===== config.mk =====
export PLATFORM = sky130hd
export DESIGN_NAME = parity_frame_engine
export DESIGN_NICKNAME = d
export VERILOG_FILES = /design/src/rtl/parity_frame_engine.sv
export SDC_FILE = /design/constraint.sdc
export NUM_CORES = 1
export LEC_CHECK = 0
export ABC_AREA = 0
export CORE_UTILIZATION = 36
export CTS_CLUSTER_SIZE = 12
export DETAILED_ROUTE_END_ITERATION = 7
export PLACE_DENSITY = 0.67
export SETUP_SLACK_MARGIN = 0.4
export SLEW_MARGIN = 20
export SYNTH_ARGS = -nofsm -noshare
export SYNTH_HDL_FRONTEND = slang
export SYNTH_SLANG_ARGS = --single-unit

===== constraint.sdc =====
create_clock -name clk -period 2.2 [get_ports clk]
set_input_delay 0.66 -clock clk [delete_from_list [all_inputs] [get_ports clk]]
set_output_delay 0.66 -clock clk [all_outputs]
set_load 0.005 [all_outputs]

===== src/rtl/parity_frame_engine.sv =====
// Streaming frame parity generator/checker: accumulates even/odd parity over a
// multi-word frame, checks it against a received bit and keeps an error count.
module parity_frame_engine #(
    parameter int unsigned WIDTH = 12,
    parameter int unsigned CNT_W = 8
) (
    input  logic             clk,
    input  logic             rst_n,
    input  logic             odd_mode,
    input  logic             in_valid,
    output logic             in_ready,
    input  logic [WIDTH-1:0] in_data,
    input  logic             in_last,
    input  logic             in_par,
    output logic             out_valid,
    input  logic             out_ready,
    output logic             out_par,
    output logic             out_err,
    output logic [CNT_W-1:0] err_count,
    input  logic             clr_count
);

    typedef enum logic [0:0] {StIdle, StAccum} state_e;

    state_e            state_q, state_d;
    logic              acc_q, acc_d;
    logic              mode_q, mode_d;
    logic              out_valid_q, out_valid_d;
    logic              out_par_q, out_par_d;
    logic              out_err_q, out_err_d;
    logic [CNT_W-1:0]  cnt_q, cnt_d;

    logic accept;
    logic wp;
    logic frame_mode;
    logic data_par;
    logic base;
    logic mismatch;

    // State register (plus datapath registers sharing the same reset)
    always_ff @(posedge clk or negedge rst_n) begin
        if (!rst_n) begin
            state_q     <= StIdle;
            acc_q       <= 1'b0;
            mode_q      <= 1'b0;
            out_valid_q <= 1'b0;
            out_par_q   <= 1'b0;
            out_err_q   <= 1'b0;
            cnt_q       <= '0;
        end else begin
            state_q     <= state_d;
            acc_q       <= acc_d;
            mode_q      <= mode_d;
            out_valid_q <= out_valid_d;
            out_par_q   <= out_par_d;
            out_err_q   <= out_err_d;
            cnt_q       <= cnt_d;
        end
    end

    // Next-state logic
    always_comb begin
        state_d = state_q;
        if (accept) begin
            state_d = in_last ? StIdle : StAccum;
        end
    end

    // Output logic
    always_comb begin
        in_ready = ~out_valid_q | out_ready;
    end

    assign accept     = in_valid & in_ready;
    assign wp         = ^in_data;
    // acc holds the data-only parity; the latched mode is folded in at frame end,
    // which is equivalent to seeding the accumulator with the mode bit.
    assign frame_mode = (state_q == StIdle) ? odd_mode : mode_q;
    assign data_par   = (state_q == StIdle) ? wp : (acc_q ^ wp);
    assign base       = frame_mode ^ data_par;
    assign mismatch   = base ^ in_par;

    always_comb begin
        acc_d       = acc_q;
        mode_d      = mode_q;
        out_valid_d = out_valid_q;
        out_par_d   = out_par_q;
        out_err_d   = out_err_q;
        cnt_d       = cnt_q;

        if (out_valid_q && out_ready) begin
            out_valid_d = 1'b0;
        end

        if (accept) begin
            if (state_q == StIdle) begin
                mode_d = odd_mode;
            end
            if (!in_last) begin
                acc_d = data_par;
            end else begin
                out_valid_d = 1'b1;
                out_par_d   = base;
                out_err_d   = mismatch;
                if (mismatch && (cnt_q != {CNT_W{1'b1}})) begin
                    cnt_d = cnt_q + {{(CNT_W-1){1'b0}}, 1'b1};
                end
            end
        end

        if (clr_count) begin
            cnt_d = '0;
        end
    end

    assign out_valid = out_valid_q;
    assign out_par   = out_par_q;
    assign out_err   = out_err_q;
    assign err_count = cnt_q;

endmodule


[Yosys cells after proc, flatten, opt, wreduce, memory -nomap -nowiden]
Cells that the tools add are included.
Cells by class
  add/subtract/negate cells: 1
  equality and inequality tests: 1
  mux-type cells: 10
  bitwise gates (word level): 7
  reduce and logical (&&, ||, !) cells: 9
Operators by type and width (number)
  $mux 8: 4
  $reduce_xor 12->1: 1
  $add 8x1->8 const B: 1
  $ne 8x8->1 const B: 1
  $mux 1: 6
  $reduce_bool 2->1: 3
  $reduce_and 2->1: 2
  $reduce_and 3->1: 1
  $xor 1x1->1: 3
  $logic_and 1x1->1: 2
  $not 1->1: 2
  $and 1x1->1: 1
  $or 1x1->1: 1
Word-level totals
  register bits after elaboration: 14
  bits of input ports: 20
  output and inout port bits: 12
  word-level logic and storage cells: 35

[Depth between registers and ports, before layout]
  word-level depth: 10
  mapped depth: 6
  gate-level depth less buffers: 6

[Worst setup path before layout]
No wires, ideal clock.
  path kind: input to register
  start: in in_data[2]
  end: reg cnt_q[7] (netlist: err_count[7])
  library setup time: 0.078 ns
  data arrival time: 2.255 ns
  required time: 2.122 ns
  path slack: -0.133 ns
  cell stages on the path: 6
  path buffers: 0
  cells stage by stage: xnor2_1 > xnor2_1 > xnor2_1 > xnor3_2 > or4_1 > a21oi_1
On the way
  longest elaborated chain between the ends: 8
RTL lines
  from (decl): RTL line 12  | input logic [WIDTH-1:0] in_data,
  $reduce_xor 12->1 *: RTL line 75  | assign wp = ^in_data;
  $xor 1x1->1: RTL line 79  | assign data_par = (state_q == StIdle) ? wp : (acc_q ^ wp);
  $mux 1 *: RTL line 79
  $xor 1x1->1 *: RTL line 80  | assign base = frame_mode ^ data_par;
  $xor 1x1->1 *: RTL line 81  | assign mismatch = base ^ in_par;
  $logic_and 1x1->1 *: RTL line 105  | if (mismatch && (cnt_q != {CNT_W{1'b1}})) begin
  $reduce_bool 2->1 (no line) *
  $reduce_and 3->1 (no line) *
  to (signal assigned): RTL line 57  | cnt_q <= cnt_d;
  to (decl): RTL line 31  | logic [CNT_W-1:0] cnt_q, cnt_d;
Mark *: on every way between the ends. The rest lies on a longest branch, timed or not.
A chain may end at the register's enable or synchronous reset.

[Worst setup path after layout]
  start: in in_data[10]
  end: reg cnt_q[7] (netlist: err_count[7])
Same word-level chain as after synthesis.

==> results.tsv <==
metric	value	unit
Final Skew	0.007507	ns
Hold WC Path Type	reg -> reg	
number of global-route vias before repair	923	
CTS tree	done	
initial antenna violation count	0	
fmax	441.2	MHz
Placeable Area	2233	um^2
setup TNS	-0.06652	ns
Cell Int Power	0.9239	mW
sequential share of the synthesized area	0.4064	
PnR worst setup slack	-0.06652	ns
total power	1.421	mW
clk sinks	14	
Mapped Area	862.1	um^2
Slew Limit Fails	0	
DRC	0	
CP Capture Type	flop	
routed len/inst	14.48	um
CTS H-Tree Depth	1	
Worst Path Arrival	2.48	ns
Max FO, Critical Path	5	
leakage	0.8679	nW
Starting Density	0.3860	
DRT iter0 DRCs	15	
Post-DRT Antenna Nets	0	
failing checks	setup timing	
syn_area_per_cell	10.02	um^2
relative slew slack	0.6659	
Area Growth Syn to Fin	99.56	%
Post-DP HPWL	1410	um
Final setup viols	1	
Num CTS Buffers	3	
Port-buffer cells	31	
grt ovf	0	
yosys warns	0	
final period utilization	1.030	
Placer Congestion	0.7160	
fin cells	179	
WHS	0.5040	ns
largest net degree at the start of global routing	16	
Netlist cell types	24	
crit start category	primary input	
Root Buffer	clkbuf_4	
final design utilization	0.7703	
switching power	0.4973	mW
Avg Vias per Cell	4.905	
via count	878	
maxcap violations	0	
dpl cells	152	
clock power share	0.136	
# IOs	32	
worst skew pair latency	0.29	ns
Worst EP required	2.42	ns
sequential power share	0.228	
GRT Overall Usage	0.2146	
maximum VDD drop	599.3	uV
Total Die Area	2594	um^2
FP Rows	17	
WL final	2592	um
Slew @ Worst Pin	0.4995	ns
Max Root-Sink Buffers	2	
Die H	50.94	um
post-layout min period	2.267	ns
fraction of layout cells with a size suffix above 1	0.5430	
RSZ-0062 raised after global routing	true	
drt pass-1 iters	4	
final net count	173	
die width	50.94	um
Seq cells post-synth	14	
pwr dens	826.1	nW/um^2
Final Hold Fails	0	
Mapped Cells	86	
Hold-fix buffers, CTS	0	
first-pass GRT wire length	4057	um
syn nets	107	
Comb power frac	0.636	
kind of critical path	in -> reg	
status	complete, but fails checks	
Sw Ratio	0.3499	
CTS clk-pin slew, worst paths	0.09	ns
antenna diode count	0	
## sequential cells by signal (all words and copies together) (netlist names)
signal	cells
out_par	1
out_valid	1
state_q	1
mode_q	1
out_err	1
acc_q	1
err_count	8
## per-stage QoR
stage	worst slack, ns	area, um^2
after floorplan	-0.03732	939.7
after global placement	-0.6228	1341
after detailed placement	-0.6629	1341
after CTS	0.07374	1585
after global routing	-0.09640	1720
final	-0.06652	1720
## area by class of cell
class                           instances  area (um^2)
Clock buffer                            4        36.28
Fill cell                             153        513.0
Inverter                                2        7.507
Multi-Input combinational cell         70        765.7
Sequential cell                        14        350.3
Tap cell                               28        35.03
Timing Repair Buffer                   61        525.5
## power groups by stage
stage / Clock, mW / Combinational, mW / Sequential [mW]
2_1_floorplan: 0 / 0.280 / 0.329
3_3_place_gp: 0 / 0.488 / 0.329
3_5_place_dp: 0 / 0.496 / 0.332
4_1_cts: 0.195 / 0.689 / 0.323
5_1_grt: 0.213 / 0.958 / 0.331
6_report: 0.193 / 0.905 / 0.324
## placed cells by master, fill, tap and decap left out, types with 2 or more instances in the layout
cell type,Yosys,final
buf_4,0,27
dfrtp_1,14,14
dlygate4sd2_1,0,13
buf_6,0,11
xnor2_2,1,10
nor2_1,8,7
nor2b_1,6,6
nand2_1,5,5
mux2_4,0,5
clkdlybuf4s50_1,0,5
nand3_1,5,4
and3_1,3,3
nor3_4,0,3
clkbuf_4,0,3
buf_2,0,3
inv_1,2,2
xor2_4,0,2
xnor3_2,1,2
mux2_2,7,2
nand2b_1,3,2
o21ai_1,0,2
## cells by family after synthesis
kind of cell / count (synthesis) / share of synthesized area
compound gates: 8 / 0.05950
xor+xnor: 15 / 0.1785
fa+ha+maj: 1 / 0.01451
buf+inv: 3 / 0.01306
flops: 14 / 0.4064
mux: 9 / 0.1147
simple gates: 36 / 0.2134
## per-layer routing
layer  share of wire  vias up  track usage
met2            0.56       30       0.3947
met4           0.013        0      0.06944
li1                -      423            -
met3           0.044        4      0.02679
met5               0        -            0
met1            0.38      421       0.2547
## Yosys cell counts
cell / count / share of area
dfrtp_1: 14 / 0.41
or4_1: 1 / 0.0087
nor2_1: 8 / 0.035
clkbuf_1: 1 / 0.0043
mux2i_1: 2 / 0.023
nand3_1: 5 / 0.029
nor3b_1: 1 / 0.0087
mux2_2: 7 / 0.091
nand2_1: 5 / 0.022
o31ai_1: 2 / 0.017
nor2b_1: 6 / 0.044
a21oi_1: 1 / 0.0058
nor3_1: 4 / 0.023
xor2_1: 3 / 0.030
o21ai_0: 3 / 0.017
a21boi_0: 1 / 0.0087
and3_1: 3 / 0.022
nand2b_1: 3 / 0.022
xnor2_2: 1 / 0.019
a31o_2: 1 / 0.010
ha_1: 1 / 0.015
xnor3_2: 1 / 0.028
inv_1: 2 / 0.0087
xnor2_1: 10 / 0.10
## worst paths after layout
kind | endpoint | depth (start not counted) | slack [ns] | startpoint
setup / recovery | err_count[7] | 7 | -0.07 | in_data[10]
hold / removal | out_err | 2 | 0.50 | out_err
setup reg to reg | err_count[7] | 6 | -0.02 | state_q
hold reg to reg | out_err | 2 | 0.50 | out_err
max in group asynchronous | err_count[4] | 2 | 1.33 | rst_n
min in group asynchronous | err_count[7] | 2 | 0.69 | rst_n
## critical path: stages
cell and delay, ns:
buf_2 0.11, xnor2_2 0.14, xnor2_2 0.20, xnor2_2 0.16, xnor3_2 0.50, or4_4 0.57, a21oi_2 0.14
## timing repair
item	CTS	global route
setup endpoints to repair	23	13
setup buffers	18	4
pin swaps	15	14
resized for setup	83	24
gates cloned	1	0
Power figures use the tool's default switching activity.
